**config.mk**
```make
export PLATFORM = sky130hd
export DESIGN_NAME = vert_avg_engine
export DESIGN_NICKNAME = d
export VERILOG_FILES = /design/src/rtl/vert_avg_engine.sv
export SDC_FILE = /design/constraint.sdc
export NUM_CORES = 1
export LEC_CHECK = 0
export ABC_AREA = 0
export BUFFER_PORTS_ARGS = -buffer_cell sky130_fd_sc_hd__buf_2
export CAP_MARGIN = 10
export CORE_MARGIN = 10
export CORE_UTILIZATION = 60
export DETAILED_ROUTE_END_ITERATION = 10
export PLACE_DENSITY = 0.84
export SETUP_SLACK_MARGIN = 0.05
export SLEW_MARGIN = 20
export SYNTH_ARGS = -nofsm -noshare
export SYNTH_HDL_FRONTEND = slang
export SYNTH_SLANG_ARGS = --single-unit
```
**constraint.sdc**
```tcl
create_clock -name clk -period 12.8 [get_ports clk]
set_input_delay 1.92 -clock clk [delete_from_list [all_inputs] [get_ports clk]]
set_output_delay 1.92 -clock clk [all_outputs]
set_load 0.02 [all_outputs]
```
**src/rtl/vert_avg_engine.sv**
```systemverilog
// vert_avg_engine
// ---------------
// Reduces consecutive groups of GROUP_SIZE signed words from a source RAM
// into one word each and writes the results to a destination RAM. Each
// result is either the floor mean of the group (mode 0) or the group sum
// clamped to the signed DATA_WIDTH range (mode 1).
//
// Handshake: start is a single-cycle request. It is accepted only in IDLE
// (busy=0); it is ignored while busy=1. Each accepted operation ends with a
// single-cycle done pulse, and busy drops in the cycle after that pulse.
// The source RAM is synchronous: ri_do is valid in the cycle after ri_en=1.
// The destination RAM writes on every cycle with wo_en=1.
//
// Ports
//   clk, rst            clock (rising edge), asynchronous active-high reset
//   start, mode         operation request, 0 = mean / 1 = saturated sum
//   src_base, dst_base  first source / destination word address
//   group_count         number of output words to produce
//   ri_en, ri_addr      source RAM read request
//   ri_do               source RAM read data
//   wo_en, wo_we        destination RAM enable and byte write enables
//   wo_addr, wo_di      destination RAM address and write data
//   busy, done          status: operation in progress, completion pulse
//   word_count          words written in the current or last operation
module vert_avg_engine #(
    parameter int ADDR_WIDTH = 11,
    parameter int DATA_WIDTH = 32,
    parameter int GROUP_SIZE = 4
) (
    input  logic                    clk,
    input  logic                    rst,
    input  logic                    start,
    input  logic                    mode,
    input  logic [ADDR_WIDTH-1:0]   src_base,
    input  logic [ADDR_WIDTH-1:0]   dst_base,
    input  logic [ADDR_WIDTH-1:0]   group_count,
    output logic                    ri_en,
    output logic [ADDR_WIDTH-1:0]   ri_addr,
    input  logic [DATA_WIDTH-1:0]   ri_do,
    output logic                    wo_en,
    output logic [DATA_WIDTH/8-1:0] wo_we,
    output logic [ADDR_WIDTH-1:0]   wo_addr,
    output logic [DATA_WIDTH-1:0]   wo_di,
    output logic                    busy,
    output logic                    done,
    output logic [31:0]             word_count
);

    localparam int LOG2G = $clog2(GROUP_SIZE);
    localparam int ACC_W = DATA_WIDTH + LOG2G;
    localparam int NB    = DATA_WIDTH / 8;

    localparam logic [LOG2G-1:0]        K_LAST  = LOG2G'(GROUP_SIZE - 1);
    localparam logic signed [ACC_W-1:0] SAT_MAX = {{(LOG2G + 1){1'b0}}, {(DATA_WIDTH - 1){1'b1}}};
    localparam logic signed [ACC_W-1:0] SAT_MIN = {{(LOG2G + 1){1'b1}}, {(DATA_WIDTH - 1){1'b0}}};

    typedef enum logic [2:0] {
        S_IDLE,
        S_READ,
        S_DRAIN,
        S_WRITE,
        S_DONE
    } state_t;

    state_t                   state_q;

    // Operation parameters captured at the accepted start.
    logic                     mode_q;
    logic [ADDR_WIDTH-1:0]    src_base_q;
    logic [ADDR_WIDTH-1:0]    dst_base_q;
    logic [ADDR_WIDTH-1:0]    gc_q;

    // Position within the operation: group index and read index in group.
    logic [ADDR_WIDTH-1:0]    grp_q;
    logic [LOG2G-1:0]         k_q;

    logic signed [ACC_W-1:0]  acc_q;

    // Registered outputs.
    logic                     ri_en_q;
    logic [ADDR_WIDTH-1:0]    ri_addr_q;
    logic                     wo_en_q;
    logic [NB-1:0]            wo_we_q;
    logic [ADDR_WIDTH-1:0]    wo_addr_q;
    logic [DATA_WIDTH-1:0]    wo_di_q;
    logic                     busy_q;
    logic                     done_q;
    logic [31:0]              word_count_q;

    // Combinational helpers.
    logic signed [ACC_W-1:0]  acc_d;
    logic signed [ACC_W-1:0]  mean_w;
    logic [DATA_WIDTH-1:0]    result_d;
    logic [ADDR_WIDTH-1:0]    grp_inc;
    logic [ADDR_WIDTH-1:0]    addr_in_grp;
    logic [ADDR_WIDTH-1:0]    addr_next_grp;

    always_comb begin
        // Running sum including the word returned by the previous read.
        acc_d  = acc_q + {{LOG2G{ri_do[DATA_WIDTH-1]}}, ri_do};
        // Arithmetic shift of a signed value floors toward negative infinity;
        // the mean of DATA_WIDTH-bit values always fits DATA_WIDTH bits.
        mean_w = acc_d >>> LOG2G;

        result_d = mean_w[DATA_WIDTH-1:0];
        if (mode_q) begin
            if (acc_d > SAT_MAX) begin
                result_d = SAT_MAX[DATA_WIDTH-1:0];
            end else if (acc_d < SAT_MIN) begin
                result_d = SAT_MIN[DATA_WIDTH-1:0];
            end else begin
                result_d = acc_d[DATA_WIDTH-1:0];
            end
        end

        grp_inc       = grp_q + ADDR_WIDTH'(1);
        // Addresses wrap naturally at 2^ADDR_WIDTH.
        addr_in_grp   = src_base_q + (grp_q << LOG2G) + ADDR_WIDTH'(k_q) + ADDR_WIDTH'(1);
        addr_next_grp = src_base_q + (grp_inc << LOG2G);
    end

    always_ff @(posedge clk or posedge rst) begin
        if (rst) begin
            state_q      <= S_IDLE;
            mode_q       <= 1'b0;
            src_base_q   <= '0;
            dst_base_q   <= '0;
            gc_q         <= '0;
            grp_q        <= '0;
            k_q          <= '0;
            acc_q        <= '0;
            ri_en_q      <= 1'b0;
            ri_addr_q    <= '0;
            wo_en_q      <= 1'b0;
            wo_we_q      <= '0;
            wo_addr_q    <= '0;
            wo_di_q      <= '0;
            busy_q       <= 1'b0;
            done_q       <= 1'b0;
            word_count_q <= '0;
        end else begin
            case (state_q)
                S_IDLE: begin
                    if (start) begin
                        mode_q       <= mode;
                        src_base_q   <= src_base;
                        dst_base_q   <= dst_base;
                        gc_q         <= group_count;
                        word_count_q <= '0;
                        grp_q        <= '0;
                        k_q          <= '0;
                        acc_q        <= '0;
                        busy_q       <= 1'b1;
                        if (group_count == '0) begin
                            state_q <= S_DONE;
                            done_q  <= 1'b1;
                        end else begin
                            state_q   <= S_READ;
                            ri_en_q   <= 1'b1;
                            ri_addr_q <= src_base;
                        end
                    end
                end

                S_READ: begin
                    // The first read cycle has no returned data yet.
                    if (k_q != '0) begin
                        acc_q <= acc_d;
                    end
                    if (k_q == K_LAST) begin
                        state_q <= S_DRAIN;
                        ri_en_q <= 1'b0;
                        k_q     <= '0;
                    end else begin
                        k_q       <= k_q + LOG2G'(1);
                        ri_addr_q <= addr_in_grp;
                    end
                end

                S_DRAIN: begin
                    // Last word of the group arrives here; result is final.
                    acc_q     <= acc_d;
                    state_q   <= S_WRITE;
                    wo_en_q   <= 1'b1;
                    wo_we_q   <= '1;
                    wo_addr_q <= dst_base_q + grp_q;
                    wo_di_q   <= result_d;
                end

                S_WRITE: begin
                    wo_en_q      <= 1'b0;
                    wo_we_q      <= '0;
                    word_count_q <= word_count_q + 32'd1;
                    if (grp_inc == gc_q) begin
                        state_q <= S_DONE;
                        done_q  <= 1'b1;
                    end else begin
                        state_q   <= S_READ;
                        grp_q     <= grp_inc;
                        acc_q     <= '0;
                        ri_en_q   <= 1'b1;
                        ri_addr_q <= addr_next_grp;
                    end
                end

                S_DONE: begin
                    state_q <= S_IDLE;
                    done_q  <= 1'b0;
                    busy_q  <= 1'b0;
                end

                default: begin
                    state_q <= S_IDLE;
                end
            endcase
        end
    end

    assign ri_en      = ri_en_q;
    assign ri_addr    = ri_addr_q;
    assign wo_en      = wo_en_q;
    assign wo_we      = wo_we_q;
    assign wo_addr    = wo_addr_q;
    assign wo_di      = wo_di_q;
    assign busy       = busy_q;
    assign done       = done_q;
    assign word_count = word_count_q;

endmodule

```
==> impl_results.md <==
* Ys Warns at 0
* Cts repair resizes at 0
* Setup crit start: ri_do[4]
* Number of placed I/O pins at 163
* Fill cell count at roughly 1400
* DR iter-0 viols at between 800 and 900
* Max Cap Viol at 0
* CTS root buf: clkbuf_16
* Final-stage net count at 1464
* # clock sinks at 174
* Asr flop ratio synth at 100%
* Tot Pwr at between 3 and 4 mW
* Pleak at 5.98 nW
* Die footprint at ~24000 um2
* Worst Tran Pin Value at 943 ps
* Post-Route WL at 29.3 mm
* H-Tree Depth at 4
* Post-synth EDFFs at 0
* Vias in the first global route at 9589
* Routed len/inst at around 19 um
* Crit path arrival time at 5420 ps
* Die height at approximately 150 um
* Final period util at 39.6%
* DRT antenna net count at 0
* Unrepaired setup endpoints after global routing: no
* R2r endpoint: wo_di[8]
* Reg2reg path depth at 12
* Fmax at 0.197 GHz
* Startpoint Class: input port
* Sequential share of the synthesized area at 40.7%
* Via count at 9592
* Peak supply drop at 0.174 mV
* R2R Path Start: acc_q[4]
* Clk buf depth at 2
* Area growth, synth to finish at 13.8%
* # rows at 48
* Area share of the largest cell type after synthesis at around two fifths
* Remaining DRCs at 0
* Crit path time final at 5070 ps
* Reg-to-reg slack, setup at 8920 ps
* Avg Synthesized Cell Area at 8.97 um2
* Data required, critical path at 13150 ps
* Most frequent cells after synthesis: nand2_1, dfrtp_1, o21ai_0
* CTS tree: done
* Die W at 154 um
* Crit path to: wo_di[8]
* Predominant post-synthesis flop cell: dfrtp_1
* Hold Buf Count CTS at 0
* Area leader, netlist: dfrtp_1
* Initial antenna violation count at 1
* Via/cell ratio at 6.13
* Top cells by area, synth: dfrtp_1, ha_1, nand2_1, o21ai_0, a21oi_1
* IO buf count at 162
* GPL Wtd Cong at 0.956
* Post-CTS Setup Bufs at 0
* Gate Count Post-Synth at 1193
* Worst-path clk slew at around 80 ps
* Setup Viol. Count Final at 0
* Core area at between 15000 and 20000 um2
* First-pass GRT wire length at 48.0 mm
* #FFs+latches synth at between 150 and 200
* Clk_lat worst skew at around 440 ps
* Kind of critical path: in -> reg
* Final core utilization at a little over two thirds
* Setup TNS at 0 ps
* Cell variety after synth at 72
* Pwr dens at 283 nW/um2
* GRT Util Overall at 24.4%
* DPL Wire Length at around 21 mm
* Layout cells sized above 1 at about a fifth
* Relative slew slack at between 30% and 40%
* Final hold viol count at 0
* Largest net degree at the start of global routing at between 70 and 80
* Worst min path class: reg -> reg
* Synthesized area at 10700 um2
* Most frequent cell after synthesis: nand2_1
* GR Overflow Total at 0
* Initial Util at 61.4%
* Worst-path maximum fanout at 17
* Synth Net Count at ~1300
* TritonRoute pass-1 iters at 7
* Critical Path Sink Type: flip-flop
* Worst-case clock skew at roughly 11 ps
* Status: finished clean
* CTS Buf Count at 17
* Slew Limit Fails at 0
-- critical path, cell delays in order --
cell and delay [ps]:
buf_2 100, ha_1 370, a21oi_1 210, nand2_1 110, o21ai_0 450, o2111ai_1 260
nand2_1 230, o31ai_2 130, xnor2_1 340, a21o_1 510, buf_4 420, a21oi_1 120
o31ai_1 260
-- layout by cell type, fill, tap and decap left out, drive strengths merged, types with 7 or more instances in the layout --
cell type  synthesis  layout
a22o              32      32
ha                65      65
nor2              56      56
nand2            209     209
a21oi            107     107
xor2              24      24
mux2i             11      11
nor3              10      10
nand4             13      13
inv               55      64
o21ai            114     114
o22ai             15      15
o211ai             7       7
buf               20     171
and3               9       9
nand2b            11      11
a222oi             7       7
dfrtp            174     174
clkbuf            37      18
o21bai             9       9
nand3             49      49
a21o              17      17
o31ai             11      11
xnor2             46      46
nor2b              7       7
-- stage by stage --
step / cell area (um2) / hold slack [ps] / std cells / worst slack (ps)
3_3_place_gp: 11600 / 457 / 1532 / 7510
2_1_floorplan: 10700 / 452 / 1193 / 6160
3_5_place_dp: 11600 / 464 / 1532 / 7360
6_report: 12200 / 477 / 1565 / 7730
5_1_grt: 12200 / 509 / 1565 / 7420
4_1_cts: 12200 / 480 / 1564 / 7820
-- registers in the layout (all words and copies together) (netlist names) --
signal and count:
acc_q 34, wo_di 32, word_count 32, dst_base_q 11
gc_q 11, grp_q 11, ri_addr 11, src_base_q 11
wo_addr 11, state_q 3, k_q 2, busy 1
done 1, mode_q 1, ri_en 1, wo_we 1
-- logic make-up after synthesis --
logic type | share of synthesized area (%)
and+or+nand+nor | 16.8
AOI/OAI and AO/OA | 21.5
DFF | 40.7
buffers and inverters | 4.52
xor gates and xnor gates | 6.80
adders and majority gates | 8.35
muxes | 1.24
-- final cells by class --
class                   count  area, um2  area share [%]
inverters                  55        211            1.74
well taps                 225        282            2.31
clock buffers              18        439            3.61
multi-input cells         907       5870            48.2
repair buffers            171        878            7.21
flip-flops and latches    174       4350            35.8
clock inverters            14        140            1.15
diodes                      1       2.50          0.0205
-- how the worst min path moves through the flow --
stage	end	cells after the start	slack [ps]	from
final	wo_addr[4]	2	480	wo_addr[4]
after global routing	wo_di[16]	2	510	wo_di[16]
after CTS	wo_addr[4]	2	480	wo_addr[4]
after detailed placement	wo_addr[4]	2	460	wo_addr[4]
after global placement	word_count[31]	1	460	word_count[31]
after floorplan	dst_base_q[0]	2	450	dst_base_q[0]
-- layer usage --
metal | vias to the layer above | global-route usage [%] | share of wire, % | wire length [um]
li1 | 4489 | - | - | -
met1 | 4598 | 29.9 | 40 | 11800
met2 | 435 | 41.2 | 50 | 14500
met3 | 70 | 5.30 | 7.4 | 2160
met4 | 0 | 9.18 | 2.7 | 778
met5 | - | 0 | 0 | 0
-- report_power, final --
| group | switching (mW) | internal (mW) | leakage (nW) |
|---|---|---|---|
| combinational | 1.20 | 0.747 | 3.50 |
| clock | 0.252 | 0.265 | 0.286 |
| sequential | 0.197 | 0.778 | 2.19 |
No activity file was read; power rests on OpenSTA's default activity.
